**src/rtl/mem_acc_pkg.sv**
```systemverilog
// Shared memory-access constants (also used by the ALU).
// Contents:
//   MEM_NOP / MEM_READ / MEM_WRITE : 2-bit access mode encodings
//   MEM_SIZE_BYTE / MEM_SIZE_HALF  : legal access widths in bytes
package mem_acc_pkg;

    localparam logic [1:0] MEM_NOP   = 2'd0;
    localparam logic [1:0] MEM_READ  = 2'd1;
    localparam logic [1:0] MEM_WRITE = 2'd2;

    localparam logic [1:0] MEM_SIZE_BYTE = 2'd1;
    localparam logic [1:0] MEM_SIZE_HALF = 2'd2;

endpackage

```
**src/rtl/mem_ctrl.sv**
```systemverilog
// Memory access controller: splits a 1- or 2-byte request into little-endian
// accesses on a byte-wide bus with ready handshake.
// Ports:
//   I_clk, I_reset           : clock, synchronous active-high reset
//   I_enable                 : request strobe (accepted when not busy)
//   I_memory_mode/size/addr  : request fields (mode from mem_acc_pkg, size 1 or 2)
//   I_wdata                  : write data, low byte first
//   O_rdata                  : read result
//   O_busy / O_done / O_error: status; done and error pulse for one cycle
//   O_bus_addr/wdata/re/we   : byte-bus request
//   I_bus_rdata, I_bus_ready : byte-bus response
module mem_ctrl
    import mem_acc_pkg::*;
(
    input  logic        I_clk,
    input  logic        I_reset,
    input  logic        I_enable,
    input  logic [1:0]  I_memory_mode,
    input  logic [1:0]  I_memory_size,
    input  logic [15:0] I_addr,
    input  logic [15:0] I_wdata,
    output logic [15:0] O_rdata,
    output logic        O_busy,
    output logic        O_done,
    output logic        O_error,
    output logic [15:0] O_bus_addr,
    output logic [7:0]  O_bus_wdata,
    output logic        O_bus_re,
    output logic        O_bus_we,
    input  logic [7:0]  I_bus_rdata,
    input  logic        I_bus_ready
);

    typedef enum logic [1:0] {StIdle, StByte0, StByte1, StFinish} state_e;

    state_e      r_state, w_state_next;
    logic        r_is_write;
    logic        r_size2;
    logic        r_error;
    logic [15:0] r_rdata;
    logic [15:0] r_bus_addr;
    logic [7:0]  r_bus_wdata;
    logic [7:0]  r_wdata_hi;

    logic        w_can_accept;
    logic        w_req_legal;
    logic        w_req_bus;
    logic        w_busy;

    // FINISH is not busy, so a new request can be taken there back-to-back.
    assign w_can_accept = (r_state == StIdle) || (r_state == StFinish);
    assign w_busy       = (r_state == StByte0) || (r_state == StByte1);

    always_comb begin
        w_req_legal = 1'b0;
        case (I_memory_mode)
            MEM_NOP:             w_req_legal = 1'b1;
            MEM_READ, MEM_WRITE: w_req_legal = (I_memory_size == MEM_SIZE_BYTE) ||
                                               (I_memory_size == MEM_SIZE_HALF);
            default:             w_req_legal = 1'b0;
        endcase
    end

    assign w_req_bus = w_req_legal && (I_memory_mode != MEM_NOP);

    always_comb begin
        w_state_next = r_state;
        case (r_state)
            StIdle, StFinish: begin
                if (I_enable) begin
                    w_state_next = w_req_bus ? StByte0 : StFinish;
                end else begin
                    w_state_next = StIdle;
                end
            end
            StByte0: begin
                if (I_bus_ready) begin
                    w_state_next = r_size2 ? StByte1 : StFinish;
                end
            end
            StByte1: begin
                if (I_bus_ready) begin
                    w_state_next = StFinish;
                end
            end
            default: w_state_next = StIdle;
        endcase
    end

    always_ff @(posedge I_clk) begin
        if (I_reset) begin
            r_state <= StIdle;
        end else begin
            r_state <= w_state_next;
        end
    end

    always_ff @(posedge I_clk) begin
        if (I_reset) begin
            r_is_write  <= 1'b0;
            r_size2     <= 1'b0;
            r_error     <= 1'b0;
            r_rdata     <= 16'h0000;
            r_bus_addr  <= 16'h0000;
            r_bus_wdata <= 8'h00;
            r_wdata_hi  <= 8'h00;
        end else begin
            r_error <= 1'b0;
            case (r_state)
                StIdle, StFinish: begin
                    if (I_enable) begin
                        if (w_req_bus) begin
                            r_is_write  <= (I_memory_mode == MEM_WRITE);
                            r_size2     <= (I_memory_size == MEM_SIZE_HALF);
                            r_bus_addr  <= I_addr;
                            r_bus_wdata <= I_wdata[7:0];
                            r_wdata_hi  <= I_wdata[15:8];
                        end else begin
                            r_error <= !w_req_legal;
                        end
                    end
                end
                StByte0: begin
                    if (I_bus_ready) begin
                        // High byte cleared here; a size-2 read fills it in BYTE1.
                        if (!r_is_write) begin
                            r_rdata <= {8'h00, I_bus_rdata};
                        end
                        if (r_size2) begin
                            r_bus_addr  <= r_bus_addr + 16'd1;
                            r_bus_wdata <= r_wdata_hi;
                        end
                    end
                end
                StByte1: begin
                    if (I_bus_ready && !r_is_write) begin
                        r_rdata[15:8] <= I_bus_rdata;
                    end
                end
                default: ;
            endcase
        end
    end

    assign O_rdata     = r_rdata;
    assign O_busy      = w_busy;
    assign O_done      = (r_state == StFinish);
    assign O_error     = r_error;
    assign O_bus_addr  = r_bus_addr;
    assign O_bus_wdata = r_bus_wdata;
    assign O_bus_re    = w_busy && !r_is_write;
    assign O_bus_we    = w_busy && r_is_write;

endmodule

```
**config.mk**
```make
export PLATFORM = sky130hd
export DESIGN_NAME = mem_ctrl
export DESIGN_NICKNAME = d
export VERILOG_FILES = /design/src/rtl/mem_acc_pkg.sv /design/src/rtl/mem_ctrl.sv
export SDC_FILE = /design/constraint.sdc
export NUM_CORES = 1
export LEC_CHECK = 0
export ABC_CLOCK_PERIOD_IN_PS = 3200
export CORE_MARGIN = 4
export CORE_UTILIZATION = 45
export CTS_CLUSTER_DIAMETER = 30
export DETAILED_ROUTE_END_ITERATION = 10
export PLACE_DENSITY_LB_ADDON = 0.25
export SYNTH_ARGS = -nofsm -noshare
export SYNTH_HDL_FRONTEND = slang
export SYNTH_SLANG_ARGS = --single-unit
```
**constraint.sdc**
```tcl
create_clock -name I_clk -period 3.2 [get_ports I_clk]
set_input_delay 0.64 -clock I_clk [delete_from_list [all_inputs] [get_ports I_clk]]
set_output_delay 0.64 -clock I_clk [all_outputs]
set_load 0.005 [all_outputs]
```
# Yosys cells after proc, flatten, opt, wreduce, memory -nomap -nowiden
# Index checks and enable logic that the tools add are counted.
# Widths: inputs -> output; s select.
classes:
  addsub: 1
  n_eq_ne: 14
  n_mux: 21
  bitwise: 3
  reduce_logical: 21
ops:
  columns: ["operator", "n"]
  rows:
  - ["$mux 16", 6]
  - ["$mux 8", 5]
  - ["$pmux 16 s2", 1]
  - ["$pmux 8 s2", 2]
  - ["$add 16x1->16 const B", 1]
  - ["$ne 2x2->1 const B", 6]
  - ["$eq 2x2->1 const B", 4]
  - ["$mux 2", 4]
  - ["$eq 2x1->1 const B", 3]
  - ["$pmux 2 s3", 1]
  - ["$reduce_and 3->1", 2]
  - ["$reduce_bool 2->1", 3]
  - ["$reduce_and 5->1", 1]
  - ["$logic_and 1x1->1", 4]
  - ["$logic_not 2->1", 2]
  - ["$reduce_and 4->1", 1]
  - ["$reduce_or 2->1", 2]
  - ["$reduce_or 4->1", 1]
  - ["$not 1->1", 3]
  - ["$logic_not 1->1", 2]
  - ["$logic_or 1x1->1", 2]
  - ["$ne 2x1->1 const B", 1]
  - ["$pmux 1 s2", 1]
  - ["$reduce_and 2->1", 1]
  - ["$mux 1", 1]
word_totals:
  register_bits: 53

# Depth between registers and ports, before layout
# Gate-level depths: netlist of the first run.
logic_depth:
  ltp_word: 7
  mapped_depth: 9
  mapped_depth_nobuf: 7

# Worst setup path after synthesis of the first run
# Ideal clock, no wire load.
synth_timing:
  path_kind: "input to register"
  startpoint: "input port I_memory_size[0]"
  endpoint: "register r_bus_addr[3], in the netlist O_bus_addr[3]"
  t_arrival_ns: 2.322
  path_slack_ns: 0.750
  cell_stages: 8
  path_buffers: 1
  path_cell_list: "inv_1 -> ha_1 -> or4b_4 -> a211oi_4 -> buf_6 -> nand2_1 -> a22oi_1 -> nor2_1"
synth_via:
  elab_chain_len: 6
  word_cells_on_any_way: 7
synth_rtl:
  columns: ["element", "line_no", "rtl"]
  rows:
  - ["start, declared", "mem_ctrl.sv:19", "input logic [1:0] I_memory_size,"]
  - ["$eq 2x1->1 or $eq 2x2->1 (tied branches)", "mem_ctrl.sv:58, mem_ctrl.sv:59", null]
  - ["$logic_or 1x1->1 (*)", "mem_ctrl.sv:58", "MEM_READ, MEM_WRITE: w_req_legal = (I_memory_size == MEM_SIZE_BYTE) ||"]
  - ["$pmux 1 s2 (*)", "mem_ctrl.sv:56", "case (I_memory_mode)"]
  - ["$logic_and 1x1->1 (*)", "mem_ctrl.sv:64", "assign w_req_bus = w_req_legal && (I_memory_mode != MEM_NOP);"]
  - ["$ne 2x2->1 (no source line) (*)", null, null]
  - ["$reduce_and 5->1 (no source line) (*)", null, null]
  - ["end signal, assigned", "mem_ctrl.sv:115", "r_bus_addr <= I_addr;"]
  - ["end signal, assigned", "mem_ctrl.sv:130", "r_bus_addr <= r_bus_addr + 16'd1;"]
  - ["end, declared", "mem_ctrl.sv:41", "logic [15:0] r_bus_addr;"]
# Every way passes the cells marked *; elsewhere a longest branch is shown, timed or not.
# A chain may end at the register's enable or synchronous reset.

# Final worst setup path of the first run
layout_timing:
  startpoint: "input port I_memory_size[0]"
  endpoint: "register r_bus_wdata[4], in the netlist O_bus_wdata[4]"
layout_via:
  elab_chain_len: 6
  word_cells_on_any_way: 7
layout_rtl:
  columns: ["element", "line_no", "rtl"]
  rows:
  - ["$eq 2x1->1 or $eq 2x2->1 (tied branches)", "mem_ctrl.sv:58, mem_ctrl.sv:59", null]
  - ["$logic_or 1x1->1 (*)", "mem_ctrl.sv:58", null]
  - ["$pmux 1 s2 (*)", "mem_ctrl.sv:56", null]
  - ["$logic_and 1x1->1 (*)", "mem_ctrl.sv:64", null]
  - ["$ne 2x2->1 (no source line) (*)", null, null]
  - ["$reduce_and 5->1 (no source line) (*)", null, null]
  - ["end signal, assigned", "mem_ctrl.sv:116", "r_bus_wdata <= I_wdata[7:0];"]
  - ["end signal, assigned", "mem_ctrl.sv:131", "r_bus_wdata <= r_wdata_hi;"]
  - ["end, declared", "mem_ctrl.sv:42", "logic [7:0] r_bus_wdata;"]
# Marks and branches as above.

==> results.cfg, run 1 <==
[timing]
rsz0062_at_grt = false
tightest_slew_ns = 0.859
fmax_ghz = 0.375
period_share_pct = 83.4
slew-limit-headroom_pct = 42.3
tns_ns = 0
slew_viol_final = 0
finalCriticalPeriod_ns = 2.67
finalSetupViolCount = 0
clock_skew_ns = 0.00902
hold_viol = 0

[global_route]
first_global_vias = 2590
antenna_found_initial = 0
grt.total_usage_pct = 20.1
grt_max_degree = 32
globalRouteOverflowTotal = 0
grt_pass1_wl_mm = 12.0

[worst_setup_path]
path_buf_inv = 3
endpoint_kind = register
cp_cell_sequence = clkdlybuf4s50_1, inv_1, ha_1, or4b_4, a211oi_4, buf_4, nor2_1, a211oi_1
reg2reg_depth = 6
worstPathMaxFanout = 16
path_class = input pin to register
r2r-end = O_bus_addr[12]$_SDFFE_PP0P_
critPathSlowestCell = or4b_4
start_kind = input pin
r2r_setup_slack_ns = 0.98
worstReg2RegStart = r_state[1]$_SDFFE_PP0P_
slowest_delay_ns = 0.59
cp.arrival_ns = 2.88
worstPathRequired_ns = 3.41
crit_family = buffers and inverters

[routing]
wl_mm = 7.06
drtAntennaViolNets = 0
first_iter_violations = 104
dr.pass1.iters = 4
drc = 0
wl_per_cell_um = 14.5
via_per_inst = 5.44
vias = 2656

[run_status]
status = complete, no violations

[cts]
cts_tree = built
clkSlewWorstSetupHoldPaths_ns = 0.10
clockBufferDepth = 2
h-tree-depth = 2
ctsResizeCount = 0
post_cts_buffers = 0
clock_sinks = 53
clkLatencyLatePin_ns = 0.31
ctsRootBufferMaster = clkbuf_8
ctsHoldBuffers = 0
cts_buffers = 5

[layout]
layout_common_cells = clkdlybuf4s50_1 (91), dfxtp_1 (53), nand2_1 (52), nor2_1 (37), a21oi_1 (37)
final_cell_count_no_fill = 488
fin_area_um2 = 3720
layout.nets = 471
n_antenna_cell = 0
final_common_cell = clkdlybuf4s50_1
drive_gt1_share_pct = 5.77
area_growth_pct = 42.8
utilization_pct = 66.7

[power]
swShare_pct = 34.4
p_clk_share_pct = 22.6
p_seq_share_pct = 38.4
pwr-share-comb_pct = 39.0
leakage_nw = 1.31
ir_drop_uv = 342
internal_power_mw = 1.40
cellPowerDensity_nw_per_um2 = 576
p_switching_mw = 0.735

[floorplanning]
rows = 27
core_um2 = 5570
die_h_um = 84.1
io_pins = 93
die_area_um2 = 7060
die_x_um = 84.1
start_util_pct = 46.7

[synthesis]
ys_seq_area_share_pct = 40.8
synthesis.area_um2 = 2600
postSynthCellCount = 326
synth_compound_area_share_pct = 23.0
synth_top_family_by_area = compound AO/OA/AOI/OAI gates
synth_xor_area_share_pct = 0
synth_nets = 382
ys_ff_latch = 53
synth_cell_types = 42
synth-adder-area-share_pct = 3.85
synth_warnings = 0
synth.area.mux_share_pct = 4.23
synth-simple-area-share_pct = 22.9
avgSynthCellArea_um2 = 7.98

[hold_path]
hp-class = register to register
hold_start = r_wdata_hi[2]$_SDFFE_PP0P_
whs_path_depth = 2
hold_path_end = r_wdata_hi[2]$_SDFFE_PP0P_

[placement]
gp_congestion = 0.826
placed_cells = 480
place_area_um2 = 3600
hpwl_mm = 5.12
port_buffers = 92

[job]
cap_violations = 0
-- power groups by stage --
stage	sequential (mW)	clock, mW	combinational (mW)
2_1_floorplan	0.827	0	0.464
3_3_place_gp	0.832	0	0.818
3_5_place_dp	0.833	0	0.838
4_1_cts	0.820	0.496	0.842
5_1_grt	0.834	0.517	0.926
6_report	0.821	0.484	0.835
-- flip-flops by register name, indices dropped and copies added (netlist names) --
register and flops:
r_is_write 1, r_size2 1, O_rdata 16, O_bus_wdata 8
O_error 1, O_bus_addr 16, r_state 2, r_wdata_hi 8
-- cell type report --
type,count,area [µm²]
multi-input combinational,242,1410
sequential,53,1060
inverter,12,45.0
clock buffer,5,68.8
timing repair buffer,101,996
tap,72,90.1
clock inverter,3,50.0
fill,501,1860
-- routing by layer --
metal,global-route usage (%),share of wire [%]
met1,25.7,44
met2,33.4,47
met3,5.53,7.5
met4,5.12,0.81
met5,0,0
-- how the worst max path moves through the flow --
stage	startpoint	endpoint	slack, ns	depth (start not counted)
after floorplan	I_memory_size[0]	O_bus_addr[3]$_SDFFE_PP0P_	0.75	8
after global placement	I_memory_size[0]	O_bus_addr[2]$_SDFFE_PP0P_	0.30	9
after detailed placement	I_memory_size[0]	O_bus_wdata[7]$_SDFFE_PP0P_	0.22	8
after CTS	I_memory_size[0]	O_bus_wdata[4]$_SDFFE_PP0P_	0.54	8
after global routing	I_memory_size[0]	O_bus_wdata[0]$_SDFFE_PP0P_	0.44	8
final	I_memory_size[0]	O_bus_wdata[4]$_SDFFE_PP0P_	0.53	8
-- cells in the mapped netlist --
| library cell | number | area share [%] |
|---|---|---|
| and3b_1 | 1 | 0.34 |
| and4b_1 | 1 | 0.38 |
| nand4_1 | 6 | 1.4 |
| nor4b_1 | 1 | 0.34 |
| o21bai_1 | 1 | 0.29 |
| nor2_1 | 37 | 5.3 |
| nand2_1 | 52 | 7.5 |
| a211oi_1 | 9 | 2.6 |
| a22oi_1 | 11 | 3.2 |
| a21boi_0 | 1 | 0.29 |
| a211oi_4 | 1 | 0.77 |
| inv_1 | 12 | 1.7 |
| buf_6 | 2 | 0.87 |
| nor3b_2 | 1 | 0.48 |
| nor2b_1 | 4 | 0.96 |
| ha_1 | 8 | 3.8 |
| clkbuf_1 | 16 | 2.3 |
| nand3b_1 | 3 | 0.87 |
| o31ai_1 | 2 | 0.58 |
| a41oi_1 | 2 | 0.67 |
| buf_4 | 1 | 0.29 |
| and2_1 | 1 | 0.24 |
| or2_2 | 2 | 0.48 |
| a21o_1 | 1 | 0.29 |
| a31oi_1 | 5 | 1.2 |
| and3_1 | 4 | 0.96 |
| o21a_1 | 1 | 0.29 |
| a22o_1 | 2 | 0.67 |
| nand2b_1 | 2 | 0.48 |
| o32ai_1 | 1 | 0.34 |
| nand3_1 | 5 | 0.96 |
| a211oi_2 | 1 | 0.48 |
| a311oi_1 | 2 | 0.67 |
| a21oi_1 | 37 | 7.1 |
| o21ai_0 | 15 | 2.9 |
| a32o_1 | 1 | 0.38 |
| dfxtp_1 | 53 | 41 |
| mux2i_1 | 11 | 4.2 |
| nor3_1 | 6 | 1.2 |
| o2bb2ai_1 | 1 | 0.34 |
| or4b_4 | 1 | 0.53 |
| nor4_1 | 2 | 0.48 |
-- logic make-up (layout without fill, tap and decap cells) --
group	after synthesis	in the layout
simple gates	129	129
compound gates	94	94
flops	53	53
buf+inv	31	121
mux	11	11
fa+ha+maj	8	8
-- worst register-to-register path, delay by kind of cell, from the launching register on --
kind,cells,cell delay (ns)
adder cells (fa/ha/maj),1,0.55
AO/OA/AOI/OAI,4,1.16
buffers and inverters,1,0.07
flip-flops,1,0.36
-- through the flow --
stage,total power [mW],hold WS [ns],setup WS (ns)
floorplan,1.29,0.436,0.750
global placement,1.65,0.441,0.299
detailed placement,1.67,0.447,0.224
CTS,2.16,0.461,0.536
global route,2.28,0.478,0.440
finish,2.14,0.462,0.531
Note: power is estimated with default switching activity, not from simulation.
==> inputs of run 2 (changes only) <==
- ABC_CLOCK_PERIOD_IN_PS: 3200 -> 2700
- clock period: 3.2 -> 2.7 ns (I/O delays scaled with it)
==> run 2 against run 1 <==
Compared with the run above: clock skew about the same; largest cell class unchanged; total power is 17% higher; clock power grew 12%.
==> results.cfg, run 2 (synthesis gave the netlist of run 1 again) <==
[placement]
gp_congestion = 0.843
place_area_um2 = 3660
port_buffers = 92
preCtsSetupSlack_ns = -0.183
hpwl_mm = 5.12

[layout]
n_antenna_cell = 0
n_fill_cell = 477
fin_area_um2 = 3770
layout_common_cells = clkdlybuf4s50_1 (91), dfxtp_1 (53), nand2_1 (52), nor2_1 (37), a21oi_1 (37)
regArea_um2 = 1060
area_growth_pct = 44.7
final_common_cell = clkdlybuf4s50_1
layout.nets = 479
drive_gt1_share_pct = 7.33
multi_input_area_um2 = 1410

[global_route]
globalRouteOverflowTotal = 0
antenna_found_initial = 0
grt_pass1_wl_mm = 11.9
first_global_vias = 2564
grt.total_usage_pct = 20.0
grt_max_degree = 42

[worst_setup_path]
worstPathRequired_ns = 2.91
critPathSlowestCell = or4b_4
crit_family = simple AND/OR/NAND/NOR gates
path_class = input pin to register
cp.arrival_ns = 2.73
cp_cell_sequence = clkdlybuf4s50_1, inv_1, ha_1, or4b_4, a211oi_4, buf_12, a21oi_1, nor4_1
path_buf_inv = 3
slowest_delay_ns = 0.57
worstPathMaxFanout = 19
start_kind = input pin
endpoint_kind = register

[cts]
cts_buffers = 5
ctsRootBufferMaster = clkbuf_8
ctsResizeCount = 0
ctsHoldBuffers = 0
post_cts_buffers = 0
cts_tree = built
clkSlewWorstSetupHoldPaths_ns = 0.09
clockBufferDepth = 2
h-tree-depth = 2
clkLatencyLatePin_ns = 0.31
clock_sinks = 53

[timing]
fin_ws_ns = 0.179
period_share_pct = 93.4
slew_viol_final = 0
hold_viol = 0
clock_skew_ns = 0.00858
tightest_slew_ns = 0.592
fmax_ghz = 0.397
finalSetupViolCount = 0
slew-limit-headroom_pct = 60.4
tns_ns = 0
rsz0062_at_grt = false
finalCriticalPeriod_ns = 2.52

[job]
cap_violations = 0

[floorplanning]
die_h_um = 84.1
die_x_um = 84.1
start_util_pct = 46.7
die_area_um2 = 7060
core_um2 = 5570
rows = 27
io_pins = 93

[routing]
dr.pass1.iters = 4
drc = 0
first_iter_violations = 117
wl_mm = 6.98
wl_per_cell_um = 14.1
via_per_inst = 5.42
vias = 2685
drtAntennaViolNets = 0

[power]
internal_power_mw = 1.66
power.total_mw = 2.51
p_seq_share_pct = 38.7
ir_drop_uv = 360
p_clk_share_pct = 21.6
leakage_nw = 1.34
pwr-share-comb_pct = 39.7
cellPowerDensity_nw_per_um2 = 667
swShare_pct = 33.7
p_switching_mw = 0.847

[run_status]
status = complete, no violations

[hold_path]
hp-class = register to register
## run 2: layer usage
metal	GRT usage [%]	wire [µm]
met1	24.5	2920
met2	33.2	3370
met3	7.60	653
met4	4.39	38
met5	0	0
## run 2: path summary, 6_finish.rpt
| path | startpoint | depth (start not counted) | slack, ns | endpoint |
|---|---|---|---|---|
| setup / recovery | I_memory_size[0] | 8 | 0.18 | O_bus_addr[6]$_SDFFE_PP0P_ |
| hold / removal | O_rdata[6]$_SDFFE_PP0P_ | 2 | 0.46 | O_rdata[6]$_SDFFE_PP0P_ |
| setup reg to reg | r_state[0]$_SDFFE_PP0P_ | 7 | 0.62 | O_bus_addr[6]$_SDFFE_PP0P_ |
| hold reg to reg | O_rdata[6]$_SDFFE_PP0P_ | 2 | 0.46 | O_rdata[6]$_SDFFE_PP0P_ |
## run 2: final cells by class
type,instances,area share (%)
multi-input cells,242,37.3
flip-flops and latches,53,28.2
repair buffers,109,28.0
well taps,72,2.39
clock buffers,5,1.83
inverters,12,1.20
clock inverters,2,1.03
## run 2: worst register-to-register path: stages (launching register included)
cell	delay [ns]
dfxtp_1	0.38
inv_1	0.07
ha_1	0.43
nand2b_1	0.25
a211oi_4	0.33
buf_12	0.19
a21oi_1	0.07
nor4_1	0.27
## run 2: per-stage QoR
step	hold slack, ns	util (%)	instances
finish	0.458	67.6	495
global route	0.483	67.6	495
CTS	0.460	67.6	495
detailed placement	0.446	65.6	488
global placement	0.441	65.6	488
floorplan	0.436	-	326
## run 2: power groups by stage
stage,combinational [mW],sequential [mW],clock (mW)
2_1_floorplan,0.550,0.980,0
3_3_place_gp,0.983,0.985,0
3_5_place_dp,0.999,0.989,0
4_1_cts,1.00,0.972,0.554
5_1_grt,1.10,0.990,0.594
6_report,0.996,0.972,0.543
